==> src/rtl/lzd_norm_arbiter.sv <==
// Shared leading-zero detector and normalizing left shifter for the noise
// generator. Requester 0 is the log path and requester 1 is the sqrt path.
// A round-robin arbiter feeds a two-stage registered pipeline. Results are
// routed back to the issuing requester through its own valid/ready pair,
// with full backpressure.
module lzd_norm_arbiter #(
   parameter int WIDTH = 48,
   parameter int CW    = 6
) (
   input  logic             clk,
   input  logic             rst_n,
   input  logic             in_valid0,
   output logic             in_ready0,
   input  logic [WIDTH-1:0] in_data0,
   input  logic             in_valid1,
   output logic             in_ready1,
   input  logic [WIDTH-1:0] in_data1,
   output logic             out_valid0,
   input  logic             out_ready0,
   output logic             out_valid1,
   input  logic             out_ready1,
   output logic [WIDTH-1:0] out_mant,
   output logic [CW-1:0]    out_lzc,
   output logic             out_zero,
   output logic             busy
);

   // Stage 1 holds the raw operand and the tag of the requester that issued it.
   logic             s1_valid_r;
   logic             s1_tag_r;
   logic [WIDTH-1:0] s1_data_r;

   // Stage 2 holds the normalized result and the tag used to route it back.
   logic             s2_valid_r;
   logic             s2_tag_r;
   logic [WIDTH-1:0] s2_mant_r;
   logic [CW-1:0]    s2_lzc_r;
   logic             s2_zero_r;

   // Requester granted most recently. It loses the next tie.
   logic             last_grant_r;

   logic             adv1_s;
   logic             adv2_s;
   logic             grant0_s;
   logic             grant1_s;
   logic             xfer0_s;
   logic             xfer1_s;
   logic [CW-1:0]    lzc_s;
   logic [WIDTH-1:0] mant_s;
   logic             zero_s;

   // Leading-zero count from the MSB.
   // The scan runs upward, so the highest set bit determines the count.
   // An all-zero operand returns 0.
   function automatic logic [CW-1:0] lead_zeros(input logic [WIDTH-1:0] d);
      logic [CW-1:0] n;
      n = {CW{1'b0}};
      for (int i = 0; i < WIDTH; i++) begin
         n = d[i] ? CW'(WIDTH - 1 - i) : n;
      end
      return n;
   endfunction

   // Stage-advance conditions.
   // Stage 2 frees up when its owner consumes the result.
   // Stage 1 frees up when stage 2 can take its entry.
   always_comb begin
      adv2_s = 1'b1;
      adv1_s = 1'b1;
      if (s2_valid_r) begin
         adv2_s = s2_tag_r ? out_ready1 : out_ready0;
      end else begin
         adv2_s = 1'b1;
      end
      if (s1_valid_r) begin
         adv1_s = adv2_s;
      end else begin
         adv1_s = 1'b1;
      end
   end

   // Round-robin grant. A lone requester always wins.
   // On a tie, the requester that was not granted last wins.
   always_comb begin
      grant0_s = 1'b0;
      grant1_s = 1'b0;
      case ({in_valid1, in_valid0})
         2'b01: grant0_s = 1'b1;
         2'b10: grant1_s = 1'b1;
         2'b11: begin
            if (last_grant_r) begin
               grant0_s = 1'b1;
            end else begin
               grant1_s = 1'b1;
            end
         end
         default: begin
            grant0_s = 1'b0;
            grant1_s = 1'b0;
         end
      endcase
   end

   // Ready is held low while reset is asserted, so no operand is taken mid-reset.
   assign in_ready0 = rst_n & adv1_s & grant0_s;
   assign in_ready1 = rst_n & adv1_s & grant1_s;
   assign xfer0_s   = in_valid0 & in_ready0;
   assign xfer1_s   = in_valid1 & in_ready1;

   // Normalization of the stage-1 operand. A zero operand yields lzc 0 and mant 0.
   always_comb begin
      lzc_s  = lead_zeros(s1_data_r);
      mant_s = s1_data_r << lzc_s;
      zero_s = (s1_data_r == {WIDTH{1'b0}});
   end

   // Stage 1: capture the granted operand whenever the stage is free to advance.
   always_ff @(posedge clk or negedge rst_n) begin
      if (!rst_n) begin
         s1_valid_r <= 1'b0;
         s1_tag_r   <= 1'b0;
         s1_data_r  <= {WIDTH{1'b0}};
      end else if (adv1_s) begin
         s1_valid_r <= xfer0_s | xfer1_s;
         if (xfer0_s) begin
            s1_tag_r  <= 1'b0;
            s1_data_r <= in_data0;
         end else if (xfer1_s) begin
            s1_tag_r  <= 1'b1;
            s1_data_r <= in_data1;
         end
      end
   end

   // Arbiter history. It changes only on an actual transfer.
   always_ff @(posedge clk or negedge rst_n) begin
      if (!rst_n) begin
         last_grant_r <= 1'b1;
      end else if (xfer0_s) begin
         last_grant_r <= 1'b0;
      end else if (xfer1_s) begin
         last_grant_r <= 1'b1;
      end
   end

   // Stage 2: take the normalized result.
   // It empties when the held entry is consumed and nothing follows it.
   always_ff @(posedge clk or negedge rst_n) begin
      if (!rst_n) begin
         s2_valid_r <= 1'b0;
         s2_tag_r   <= 1'b0;
         s2_mant_r  <= {WIDTH{1'b0}};
         s2_lzc_r   <= {CW{1'b0}};
         s2_zero_r  <= 1'b0;
      end else if (adv2_s) begin
         s2_valid_r <= s1_valid_r;
         if (s1_valid_r) begin
            s2_tag_r  <= s1_tag_r;
            s2_mant_r <= mant_s;
            s2_lzc_r  <= lzc_s;
            s2_zero_r <= zero_s;
         end
      end
   end

   assign out_valid0 = s2_valid_r & ~s2_tag_r;
   assign out_valid1 = s2_valid_r & s2_tag_r;
   assign out_mant   = s2_mant_r;
   assign out_lzc    = s2_lzc_r;
   assign out_zero   = s2_zero_r;
   assign busy       = s1_valid_r | s2_valid_r;

endmodule
==> config.mk <==
export PLATFORM = sky130hd
export DESIGN_NAME = lzd_norm_arbiter
export DESIGN_NICKNAME = d
export VERILOG_FILES = /design/src/rtl/lzd_norm_arbiter.sv
export SDC_FILE = /design/constraint.sdc
export NUM_CORES = 1
export LEC_CHECK = 0
export CORE_MARGIN = 2
export CORE_UTILIZATION = 55
export DETAILED_ROUTE_END_ITERATION = 8
export DONT_BUFFER_PORTS = 1
export PLACE_DENSITY = 0.76
export SLEW_MARGIN = 20
export SYNTH_ARGS = -nofsm -noshare
export SYNTH_HDL_FRONTEND = slang
export SYNTH_SLANG_ARGS = --single-unit
==> constraint.sdc <==
create_clock -name clk -period 3.9 [get_ports clk]
set_input_delay 1.17 -clock clk [delete_from_list [all_inputs] [get_ports clk]]
set_output_delay 1.17 -clock clk [all_outputs]
set_load 0.01 [all_outputs]
==> impl_metrics.tcl, run 1 <==
set metrics [dict create \
    dr.pass1.iters 9 \
    p_seq_share_pct 28.7 \
    cts_sinks 108 \
    clock.fmax_mhz 269 \
    critPathArrivalTime_ns 3.97 \
    num-nets-final 1089 \
    first_iter_violations 1549 \
    row_count 43 \
    die_area_um2 15400 \
    synth.net_count 1089 \
    period_share_pct 95.5 \
    die_w_um 124 \
    grt_usage_pct 39.4 \
    vias 8424 \
    synth_flop_cell "dfrtp_1" \
    critPathKind "flip-flop to flip-flop" \
    synthDistinctLibCells 73 \
    reg2reg_from "s1_data_r[14]" \
    grt_pass1_wl_mm 45.6 \
    area_growth_pct 8.89 \
    pin_count 162 \
    min_path_type "input port to async pin" \
    drc 0 \
    synth_compound_area_share_pct 29.7 \
    cts_buffer_depth 2 \
    wl_met3_mm 3.68 \
    report.final.setup_viol 0 \
    hold_viol_final 0 \
    wl_per_cell_um 25.8 \
    synthAdderAreaFrac_pct 0 \
    top_layer_used "met4" \
    critPathLaunchType "flip-flop" \
    io_buffers 0 \
    dp_hpwl_mm 22.6 \
    grt_pass1_vias 7902 \
    worstSetupEndpointType "flip-flop" \
    whs_ns 0.491 \
    fin_crit_ns 3.72 \
    combPwrFrac_pct 59.4 \
    synthCells 987 \
    grt_max_degree 111 \
    clkLatencyLatePin_ns 0.37 \
    status "finished, final reports clean" \
    crit_required_ns 4.15 \
    synth_area_um2 7940 \
    slew_headroom_pct 38.0 \
    intPower_uw 3660 \
    wl_met1_mm 11.8 \
    switching_share_pct 51.2 \
    gp_congestion 1.07 \
    ys_seq_area_share_pct 34.1 \
    finalClockSkew_ns 0.0124 \
    antenna_found_initial 0 \
    power.switching_uw 3840 \
    drv_slew 0 \
    cap_viol_max_count 0 \
    die_h_um 124 \
    crit_fanout 15 \
    synth_top_family_by_area "compound AO/OA/AOI/OAI gates" \
    num_antenna_cells 0 \
    wirelength_mm 30.2 \
    synth_xor_xnor_area_share_pct 0 \
    finalPower_uw 7500 \
    synthMuxAreaShare_pct 10.2 \
    p_clk_share_pct 11.9 \
    initial_core_util_pct 56.7 \
    synthArstFlopShare_pct 100 \
    cts_tree "done" \
    rsz0062_at_grt "no" \
    clock-root-buffer "clkbuf_16" \
    final_antenna_net_count 0 \
    cts_made_buffers 9 \
    peakVddDrop_mv 0.358 \
    power_density_nw_per_um2 868 \
    final_layout_size_suffix_gt1_share_pct 12.9 \
    leakage_uw 0.00363 \
    h-tree-depth 3 \
    cp-startpoint "s1_data_r[14]" \
    overflow 0 \
    avgViaCountPerCell 7.19 \
    core_um2 14000 \
    synthSimpleGateAreaFrac_pct 20.8 \
    synth_seq_cells 108 \
    clk_pin_slew_ns 0.07 \
    worst_pin_slew_ns 0.927 \
    wl_met2_mm 13.5 \
    tns_ns 0 \
    avgSynthCellArea_um2 8.04 \
    synth_edf_count 0 \
    yosys_warnings 0 \
]
## cell usage after synthesis (10+ instances only)
| master | n | area share (%) |
|---|---|---|
| a211oi_1 | 17 | 1.6 |
| nor4_1 | 14 | 1.1 |
| nor2_1 | 122 | 5.8 |
| dfrtp_1 | 107 | 34 |
| a22o_1 | 13 | 1.4 |
| mux2i_1 | 53 | 6.7 |
| o22ai_1 | 53 | 4.2 |
| mux2_2 | 23 | 3.3 |
| nand3_1 | 23 | 1.5 |
| inv_1 | 21 | 0.99 |
| and3_1 | 19 | 1.5 |
| clkbuf_1 | 50 | 2.4 |
| nor3_1 | 21 | 1.3 |
| a21oi_1 | 75 | 4.7 |
| or4_1 | 10 | 0.95 |
| buf_2 | 21 | 1.3 |
| o21ai_0 | 58 | 3.7 |
| o211ai_1 | 11 | 1.0 |
| nand2_1 | 101 | 4.8 |
## metrics by stage
stage,instances,util (%),setup WS [ns],area [um2]
after floorplan,987,-,0.387,7940
after global placement,1155,59.7,0.211,8350
after detailed placement,1155,59.7,0.145,8350
after CTS,1171,61.7,0.121,8630
after global routing,1172,61.8,0.0383,8640
final,1172,61.8,0.177,8640
## kinds of logic (layout without fill, tap and decap cells)
logic type,Yosys count,after routing
AO/OA/AOI/OAI,349,349
AND/OR/NAND/NOR,354,355
multiplexers,77,77
buffers and inverters,99,103
flip-flops,108,108
## per-layer routing
layer,GRT usage [%],vias up
met2,60.3,630
li1,-,3711
met4,16.5,0
met1,53.1,3981
met5,0,-
met3,9.94,102
## cells in the final DEF, fill, tap and decap left out, drive strengths merged, types with 4 or more instances in the layout
| master | n |
|---|---|
| a2111oi | 5 |
| a211o | 7 |
| a211oi | 17 |
| a21boi | 7 |
| a21o | 4 |
| a21oi | 76 |
| a221oi | 5 |
| a22o | 13 |
| a22oi | 6 |
| a2bb2oi | 5 |
| a31oi | 9 |
| a32oi | 6 |
| and2 | 9 |
| and3 | 19 |
| buf | 66 |
| clkbuf | 10 |
| dfrtp | 107 |
| inv | 24 |
| mux2 | 23 |
| mux2i | 53 |
| nand2 | 101 |
| nand2b | 5 |
| nand3 | 23 |
| nand4 | 7 |
| nor2 | 125 |
| nor2b | 8 |
| nor3 | 21 |
| nor4 | 15 |
| o211ai | 12 |
| o21a | 5 |
| o21ai | 63 |
| o21bai | 4 |
| o221ai | 7 |
| o22ai | 53 |
| o2bb2ai | 5 |
| o31ai | 8 |
| or3 | 6 |
| or4 | 11 |
## what timing repair did
item / 4_1_cts / 5_1_grt
gates resized for setup: 0 / 1
endpoints found under the setup margin: 0 / 16
buffers inserted: 0 / 0
hold buffers: 0 / 0
## worst max-delay path: stages (launching register included)
cell and delay, ns:
dfrtp_1 0.45, or4_1 0.56, a211oi_1 0.44, o21bai_1 0.19
a21o_1 0.51, buf_4 0.30, nor3_2 0.34, a211oi_1 0.13
a31oi_1 0.31, nor3_1 0.08, a221o_1 0.27
## flip-flops by register name (all words and copies together), names as in the netlist
register,count
s2_tag_r,1
last_grant_r,1
s1_valid_r,1
s1_tag_r,1
out_lzc,6
s1_data_r,48
out_mant,48
s2_valid_r,1
out_zero,1
## final timing paths
kind / endpoint / slack (ns) / depth (start not counted)
max: out_mant[27] / 0.18 / 10
min: s1_data_r[2] / 0.49 / 0
max reg2reg: out_mant[27] / 0.18 / 10
min reg2reg: last_grant_r / 0.49 / 2
max in group asynchronous: last_grant_r / 3.20 / 0
min in group clk: last_grant_r / 0.49 / 2
## power groups by stage
stage / clock, uW / sequential [uW] / combinational, uW
after floorplan: 0 / 1970 / 2940
after CTS: 901 / 2140 / 4250
final: 895 / 2150 / 4450
after global routing: 943 / 2210 / 4710
after global placement: 0 / 2140 / 4230
after detailed placement: 0 / 2160 / 4230
## layout make-up
| cell class | count | area (um2) |
|---|---|---|
| fillers | 1272 | 5350 |
| multi-input cells | 781 | 4840 |
| flip-flops and latches | 108 | 2700 |
| repair buffers | 66 | 520 |
| clock buffers | 10 | 229 |
| well taps | 180 | 225 |
| inverters | 21 | 78.8 |
| clock inverters | 6 | 46.3 |
Note: power is estimated with default switching activity, not from simulation.
==> inputs of run 2 (changes only) <==
--- a/config.mk
+++ b/config.mk
@@ -7,6 +7,7 @@
 export LEC_CHECK = 0
 export CORE_MARGIN = 2
 export CORE_UTILIZATION = 55
+export CTS_CLUSTER_DIAMETER = 50
 export DETAILED_ROUTE_END_ITERATION = 8
 export DONT_BUFFER_PORTS = 1
 export PLACE_DENSITY = 0.76
==> results of run 2 <==
The final DEF is identical to that of run 1; final timing and power are the same.
